$ cat src/rtl/iob_fifo_sync_fwft.sv
// iob_fifo_sync_fwft
// Single-clock FIFO built around an external synchronous RAM (one-cycle read
// latency). Provides a standard read mode and a first-word-fall-through mode,
// threshold flags and sticky overflow/underflow flags.
//
// Ports
//   clk_i, cke_i, rst_i         clock, clock enable, synchronous active-high reset
//   w_en_i, w_data_i            write request and data
//   w_full_o, w_afull_o         full / almost-full (level >= AFULL_TH)
//   r_en_i                      read request (pop/acknowledge in FWFT mode)
//   r_data_o, r_valid_o         read data and its valid
//   r_empty_o, r_aempty_o       empty / almost-empty (level <= AEMPTY_TH)
//   level_o                     words held (RAM + in-flight + output buffer)
//   overflow_o, underflow_o     sticky error flags, cleared only by reset
//   ext_mem_*                   external RAM port set
module iob_fifo_sync_fwft #(
   parameter int unsigned DATA_W    = 32,
   parameter int unsigned ADDR_W    = 4,
   parameter int unsigned FWFT      = 1,
   parameter int unsigned AFULL_TH  = 2**ADDR_W - 2,
   parameter int unsigned AEMPTY_TH = 2
) (
   input  logic              clk_i,
   input  logic              cke_i,
   input  logic              rst_i,

   input  logic              w_en_i,
   input  logic [DATA_W-1:0] w_data_i,
   output logic              w_full_o,
   output logic              w_afull_o,

   input  logic              r_en_i,
   output logic [DATA_W-1:0] r_data_o,
   output logic              r_valid_o,
   output logic              r_empty_o,
   output logic              r_aempty_o,

   output logic [ADDR_W:0]   level_o,
   output logic              overflow_o,
   output logic              underflow_o,

   output logic              ext_mem_clk_o,
   output logic              ext_mem_w_en_o,
   output logic [ADDR_W-1:0] ext_mem_w_addr_o,
   output logic [DATA_W-1:0] ext_mem_w_data_o,
   output logic              ext_mem_r_en_o,
   output logic [ADDR_W-1:0] ext_mem_r_addr_o,
   input  logic [DATA_W-1:0] ext_mem_r_data_i
);

   localparam int unsigned LVL_W   = ADDR_W + 1;
   localparam int unsigned DEPTH   = 2**ADDR_W;
   localparam bit          FWFT_EN = (FWFT != 0);

   // State
   logic [ADDR_W-1:0] w_ptr;
   logic [ADDR_W-1:0] r_ptr;
   logic [LVL_W-1:0]  level;
   logic [LVL_W-1:0]  mem_cnt;     // words in RAM not yet fetched (FWFT)
   logic [1:0]        buf_cnt;     // output buffer occupancy (FWFT)
   logic [DATA_W-1:0] buf0;
   logic [DATA_W-1:0] buf1;
   logic              inflight;    // RAM read issued last enabled cycle (FWFT)
   logic              valid;
   logic              empty;
   logic              full;
   logic              afull;
   logic              aempty;
   logic              ovf;
   logic              udf;

   // Next-state / handshake signals
   logic              w_int;
   logic              r_int;
   logic              pop;
   logic              rd_acc;
   logic              prefetch;
   logic              rd_issue;
   logic [1:0]        held;
   logic [1:0]        after_pop;
   logic [DATA_W-1:0] head0;
   logic [DATA_W-1:0] head1;
   logic [DATA_W-1:0] buf0_nxt;
   logic [DATA_W-1:0] buf1_nxt;
   logic [1:0]        buf_cnt_nxt;
   logic [LVL_W-1:0]  mem_cnt_nxt;
   logic [LVL_W-1:0]  level_nxt;
   logic              valid_nxt;
   logic              empty_nxt;
   logic              full_nxt;
   logic              afull_nxt;
   logic              aempty_nxt;

   // Handshakes, prefetch decision, buffer shuffle and next level
   always_comb begin
      w_int     = w_en_i & ~full;
      r_int     = r_en_i & ~empty;
      pop       = FWFT_EN & r_en_i & valid;
      rd_acc    = FWFT_EN ? pop : r_int;

      // Words visible to the consumer: buffer entries plus the one arriving
      // from RAM this cycle. Prefetch keeps this at most two after the pop.
      held      = 2'(buf_cnt + 2'(inflight));
      after_pop = held - 2'(pop);
      prefetch  = FWFT_EN && (mem_cnt != '0) && (after_pop < 2'd2);
      rd_issue  = FWFT_EN ? prefetch : r_int;

      // Ordered candidates: stored entries first, then the arriving RAM word
      head0     = (buf_cnt != 2'd0) ? buf0 : ext_mem_r_data_i;
      head1     = (buf_cnt == 2'd2) ? buf1 : ext_mem_r_data_i;
      buf0_nxt  = pop ? head1 : head0;
      buf1_nxt  = pop ? ext_mem_r_data_i : head1;
      buf_cnt_nxt = FWFT_EN ? after_pop : 2'd0;

      mem_cnt_nxt = '0;
      if (FWFT_EN) begin
         mem_cnt_nxt = mem_cnt + LVL_W'(w_int) - LVL_W'(prefetch);
      end

      level_nxt = level + LVL_W'(w_int) - LVL_W'(rd_acc);

      if (FWFT_EN) begin
         valid_nxt = (after_pop != 2'd0) | prefetch;
         empty_nxt = ~valid_nxt;
      end else begin
         valid_nxt = r_int;
         empty_nxt = (level_nxt == '0);
      end

      full_nxt   = (level_nxt == LVL_W'(DEPTH));
      // level >= TH written as level + 1 > TH so TH = 0 is not a constant compare
      afull_nxt  = (({1'b0, level_nxt} + (LVL_W+1)'(1)) > (LVL_W+1)'(AFULL_TH));
      aempty_nxt = (level_nxt <= LVL_W'(AEMPTY_TH));
   end

   // State register; reset wins over the clock enable
   always_ff @(posedge clk_i) begin
      if (rst_i) begin
         w_ptr    <= '0;
         r_ptr    <= '0;
         level    <= '0;
         mem_cnt  <= '0;
         buf_cnt  <= '0;
         buf0     <= '0;
         buf1     <= '0;
         inflight <= 1'b0;
         valid    <= 1'b0;
         empty    <= 1'b1;
         full     <= 1'b0;
         afull    <= (AFULL_TH == 0);
         aempty   <= 1'b1;
         ovf      <= 1'b0;
         udf      <= 1'b0;
      end else if (cke_i) begin
         if (w_int) begin
            w_ptr <= w_ptr + ADDR_W'(1);
         end
         if (rd_issue) begin
            r_ptr <= r_ptr + ADDR_W'(1);
         end
         level    <= level_nxt;
         mem_cnt  <= mem_cnt_nxt;
         buf_cnt  <= buf_cnt_nxt;
         buf0     <= buf0_nxt;
         buf1     <= buf1_nxt;
         inflight <= prefetch;
         valid    <= valid_nxt;
         empty    <= empty_nxt;
         full     <= full_nxt;
         afull    <= afull_nxt;
         aempty   <= aempty_nxt;
         if (w_en_i & full) begin
            ovf <= 1'b1;
         end
         if (r_en_i & empty) begin
            udf <= 1'b1;
         end
      end
   end

   // RAM port: requests are suppressed while halted or in reset
   assign ext_mem_clk_o    = clk_i;
   assign ext_mem_w_en_o   = cke_i & ~rst_i & w_int;
   assign ext_mem_w_addr_o = w_ptr;
   assign ext_mem_w_data_o = w_data_i;
   assign ext_mem_r_en_o   = cke_i & ~rst_i & rd_issue;
   assign ext_mem_r_addr_o = r_ptr;

   // User-facing outputs
   assign r_data_o    = FWFT_EN ? head0 : ext_mem_r_data_i;
   assign r_valid_o   = valid;
   assign r_empty_o   = empty;
   assign r_aempty_o  = aempty;
   assign w_full_o    = full;
   assign w_afull_o   = afull;
   assign level_o     = level;
   assign overflow_o  = ovf;
   assign underflow_o = udf;

endmodule

$ cat config.mk
export PLATFORM = sky130hd
export DESIGN_NAME = iob_fifo_sync_fwft
export DESIGN_NICKNAME = d
export VERILOG_FILES = /design/src/rtl/iob_fifo_sync_fwft.sv
export SDC_FILE = /design/constraint.sdc
export NUM_CORES = 1
export LEC_CHECK = 0
export ABC_CLOCK_PERIOD_IN_PS = 3900
export CORE_UTILIZATION = 45
export CTS_BUF_LIST = sky130_fd_sc_hd__clkbuf_4 sky130_fd_sc_hd__clkbuf_8
export CTS_CLUSTER_DIAMETER = 50
export CTS_CLUSTER_SIZE = 28
export DETAILED_ROUTE_END_ITERATION = 8
export GPL_ROUTABILITY_DRIVEN = 0
export MAX_ROUTING_LAYER = met4
export PLACE_DENSITY = 0.85
export SYNTH_ARGS = -nofsm -noshare
export SYNTH_HDL_FRONTEND = slang
export SYNTH_SLANG_ARGS = --single-unit
$ cat constraint.sdc
create_clock -name clk_i -period 3.9 [get_ports clk_i]
set_clock_uncertainty 0.1 [all_clocks]
set_input_delay 0.78 -clock clk_i [delete_from_list [all_inputs] [get_ports clk_i]]
set_output_delay 0.78 -clock clk_i [all_outputs]
set_load 0.02 [all_outputs]
==> load_flow_metrics.sql <==
INSERT INTO impl_metrics (metric_group, metric, value, unit) VALUES
('die', 'floorplan.die_area', '0.0127', 'sq mm'),
('timing', 'final.hold.worst_slack', '0.360', 'ns'),
('yosys', 'asr_flop_ratio_synth', '0', ''),
('routing', 'remaining_drc_errors', '0', ''),
('timing', 'report.final.setup_viol', '0', ''),
('yosys', 'synth.avg_cell_area', '7.37', 'sq um'),
('cells_and_area', 'area_growth_syn_to_layout', '17.8', '%'),
('yosys', 'ys_ff_latch', '92', ''),
('die', 'placeableCoreArea', '0.0120', 'sq mm'),
('yosys', 'synth-warning-count', '0', ''),
('yosys', 'synth-seq-area-share', '0.334', ''),
('die', 'dieWidth', '113', 'um'),
('routing', 'first_iter_violations', '302', ''),
('global_route', 'wire_length_of_the_first_global_routing_pass', '22200', 'um'),
('worst_setup_path', 'crit_type', 'clock port to primary output', ''),
('worst_setup_path', 'crit_chain', 'clkbuf_8 -> clkbuf_8 -> clkdlybuf4s50_1', ''),
('yosys', 'synthesis.instances', '749', ''),
('worst_setup_path', 'setup.worst_path.start_class', 'clock port', ''),
('global_route', 'globalRouteOverflowTotal', '0', ''),
('cells_and_area', 'utilization', '0.543', ''),
('run_status', 'outcome', 'finished, final reports clean', ''),
('routing', 'wl_per_cell', '14.2', 'um'),
('worst_setup_path', 'critPathCaptureType', 'primary output', ''),
('routing', 'dr_total_vias', '5102', ''),
('hold_path', 'hp-class', 'register to register', ''),
('routing', 'vias_per_cell', '5.48', ''),
('die', 'ioPinCount', '156', ''),
('timing', 'setup-tns-final', '0', 'ns'),
('timing', 'tightestPinTransition', '1.16', 'ns'),
('flow_run', 'cap_viol_max_count', '0', ''),
('cells_and_area', 'finalNetCount', '869', ''),
('placement', 'postPlaceCellArea', '0.00628', 'sq mm'),
('timing', 'max-slew-margin-rel', '0.227', ''),
('die', 'fp-row-count', '40', ''),
('worst_setup_path', 'worstPathRequired', '3.02', 'ns'),
('clock_network', 'cts.reportedPaths.clkPinSlew', '0.09', 'ns'),
('worst_setup_path', 'slowest_stage_delay_cp', '0.52', 'ns'),
('cells_and_area', 'design_area', '0.00650', 'sq mm'),
('die', 'initial_core_util', '0.461', ''),
('placement', 'place.port_buffers', '91', ''),
('global_route', 'grt_pass1_vias', '4549', ''),
('worst_setup_path', 'critical_path_peak_fanout', '2', ''),
('pwr', 'leakagePower', '2.54', 'nW'),
('worst_setup_path', 'critical_path.slowest_cell', 'clkdlybuf4s50_1', ''),
('pwr', 'overall_power_after_layout', '3.50', 'mW'),
('cells_and_area', 'antenna_cells', '0', ''),
('pwr', 'total_power_per_unit_cell_area', '538', 'mW/mm^2'),
('global_route', 'grtUsageTotal', '0.221', ''),
('worst_setup_path', 'timing.critical_path.mode_cell', 'clkbuf_8', ''),
('routing', 'ant_nets', '0', ''),
('pwr', 'max-vdd-ir-drop', '0.312', 'mV'),
('clock_network', 'worstSkewPairLatency', '0.47', 'ns'),
('yosys', 'post_synth_instance_area', '0.00552', 'sq mm'),
('clock_network', 'cts_tree', 'yes', ''),
('cells_and_area', 'drive_above_1_share', '0.103', ''),
('timing', 'grt_setup_unrepaired', 'false', ''),
('routing', 'firstDrtPassIters', '4', ''),
('yosys', 'synth_enable_flop_cells', '0', ''),
('global_route', 'grt_antenna_before_repair', '0', ''),
('yosys', 'synth_cell_types', '45', ''),
('worst_setup_path', 'critical_path_arrival', '2.70', 'ns'),
('die', 'die_h', '113', 'um'),
('timing', 'report.final.slew_viol_count', '0', ''),
('global_route', 'pin_count_of_the_biggest_net_entering_global_routing', '91', ''),
('yosys', 'ys_flop_type', 'dfxtp_1', ''),
('placement', 'dp_hpwl', '8410', 'um'),
('timing', 'finalHoldViolCount', '0', ''),
('yosys', 'mappedNetlistNets', '837', ''),
('routing', 'wl', '13200', 'um');
state kept, by name, summed over array words and instances, names as in the netlist, 2 cells and up:
register	cells
buf0	32
buf1	32
level_o	5
mem_cnt	5
ext_mem_r_addr_o	4
ext_mem_w_addr_o	4
buf_cnt	2
through the flow:
| stage | setup WS, ns | instances |
|---|---|---|
| 3_5_place_dp | -0.289 | 914 |
| 6_report | 0.323 | 931 |
| 2_1_floorplan | 0.0507 | 749 |
| 3_3_place_gp | -0.222 | 914 |
| 4_1_cts | 0.105 | 931 |
| 5_1_grt | 0.251 | 931 |
logic make-up (layout without fill, tap and decap cells):
group                      count (synthesis)  in the layout  synth area share
and+or+nand+nor                          311            311             0.239
xor gates and xnor gates                  12             12            0.0238
adders and majority gates                 19             19            0.0458
muxes                                     40             40            0.0800
DFF                                       92             92             0.334
buffers and inverters                    106            141             0.100
AOI/OAI and AO/OA                        169            169             0.177
final cells by class:
cell class                      instances  area (sq um)
Timing Repair Buffer                  108          1040
Clock inverter                          3          23.8
Sequential cell                        92          1840
Tap cell                              147           184
Inverter                               15          56.3
Fill cell                            1101          5460
Multi-Input combinational cell        551          3150
Clock buffer                           15           203
worst max-delay path, delay by kind of cell:
| family | cells | cell delay, ns |
|---|---|---|
| buffers and inverters | 3 | 0.75 |
cell usage after synthesis (14+ instances only):
cell type | instances | area (sq um)
nor2_1 | 116 | 435
nand2_1 | 109 | 409
dfxtp_1 | 92 | 1840
a21oi_1 | 77 | 385
nand3_1 | 66 | 330
o21ai_0 | 39 | 195
buf_4 | 36 | 270
clkbuf_1 | 36 | 135
a211oi_1 | 34 | 255
mux2_2 | 33 | 372
ha_1 | 17 | 213
buf_2 | 16 | 80.1
inv_1 | 14 | 52.6
worst paths after layout:
path	depth (start not counted)	to	from	slack [ns]
max	3	ext_mem_clk_o	clk_i	0.32
min	2	buf1[2]	buf1[2]	0.36
max reg2reg	16	mem_cnt[4]	r_valid_o	0.53
min reg2reg	2	buf1[2]	buf1[2]	0.36
what timing repair did:
item,in CTS,in global routing
pin swaps,1,1
hold buffers,0,0
buffers inserted,0,0
gates cloned,0,0
hold endpoints to repair,0,0
endpoints found under the setup margin,1,1
resized for setup,1,1
placed cells by master (no fill, tap or decap), drive strengths merged, types with 2 or more instances in the layout:
cell           synthesis  final
and2                   2      2
o21ai                 40     40
a21o                   2      2
nand3                 67     67
fa                     2      2
mux2i                  7      7
nor2                 116    116
dfxtp                 92     92
or3                    3      3
nand2                109    109
o21bai                 2      2
clkinv                 1      2
clkdlybuf4s50          0     87
o21a                   3      3
xnor2                  8      8
nand3b                 2      2
ha                    17     17
a211oi                34     34
nand4                  3      3
nor2b                  3      3
clkinvlp               0      2
a22oi                  2      2
clkbuf                36     14
a31oi                  3      3
a21oi                 77     77
buf                   55     20
inv                   14     14
xor2                   4      4
mux2                  33     33
layer usage:
metal,share of wire,global-route usage
met5,0,-
met4,0.014,0.0702
met3,0.051,0.0541
met2,0.47,0.344
met1,0.46,0.284
power by group:
part / leakage (nW) / total [mW] / internal [mW] / switching [mW]
sequential: 0.761 / 1.20 / 1.07 / 0.122
combinational: 1.67 / 1.58 / 0.734 / 0.849
clock: 0.109 / 0.716 / 0.344 / 0.372
Power figures use the tool's default switching activity.
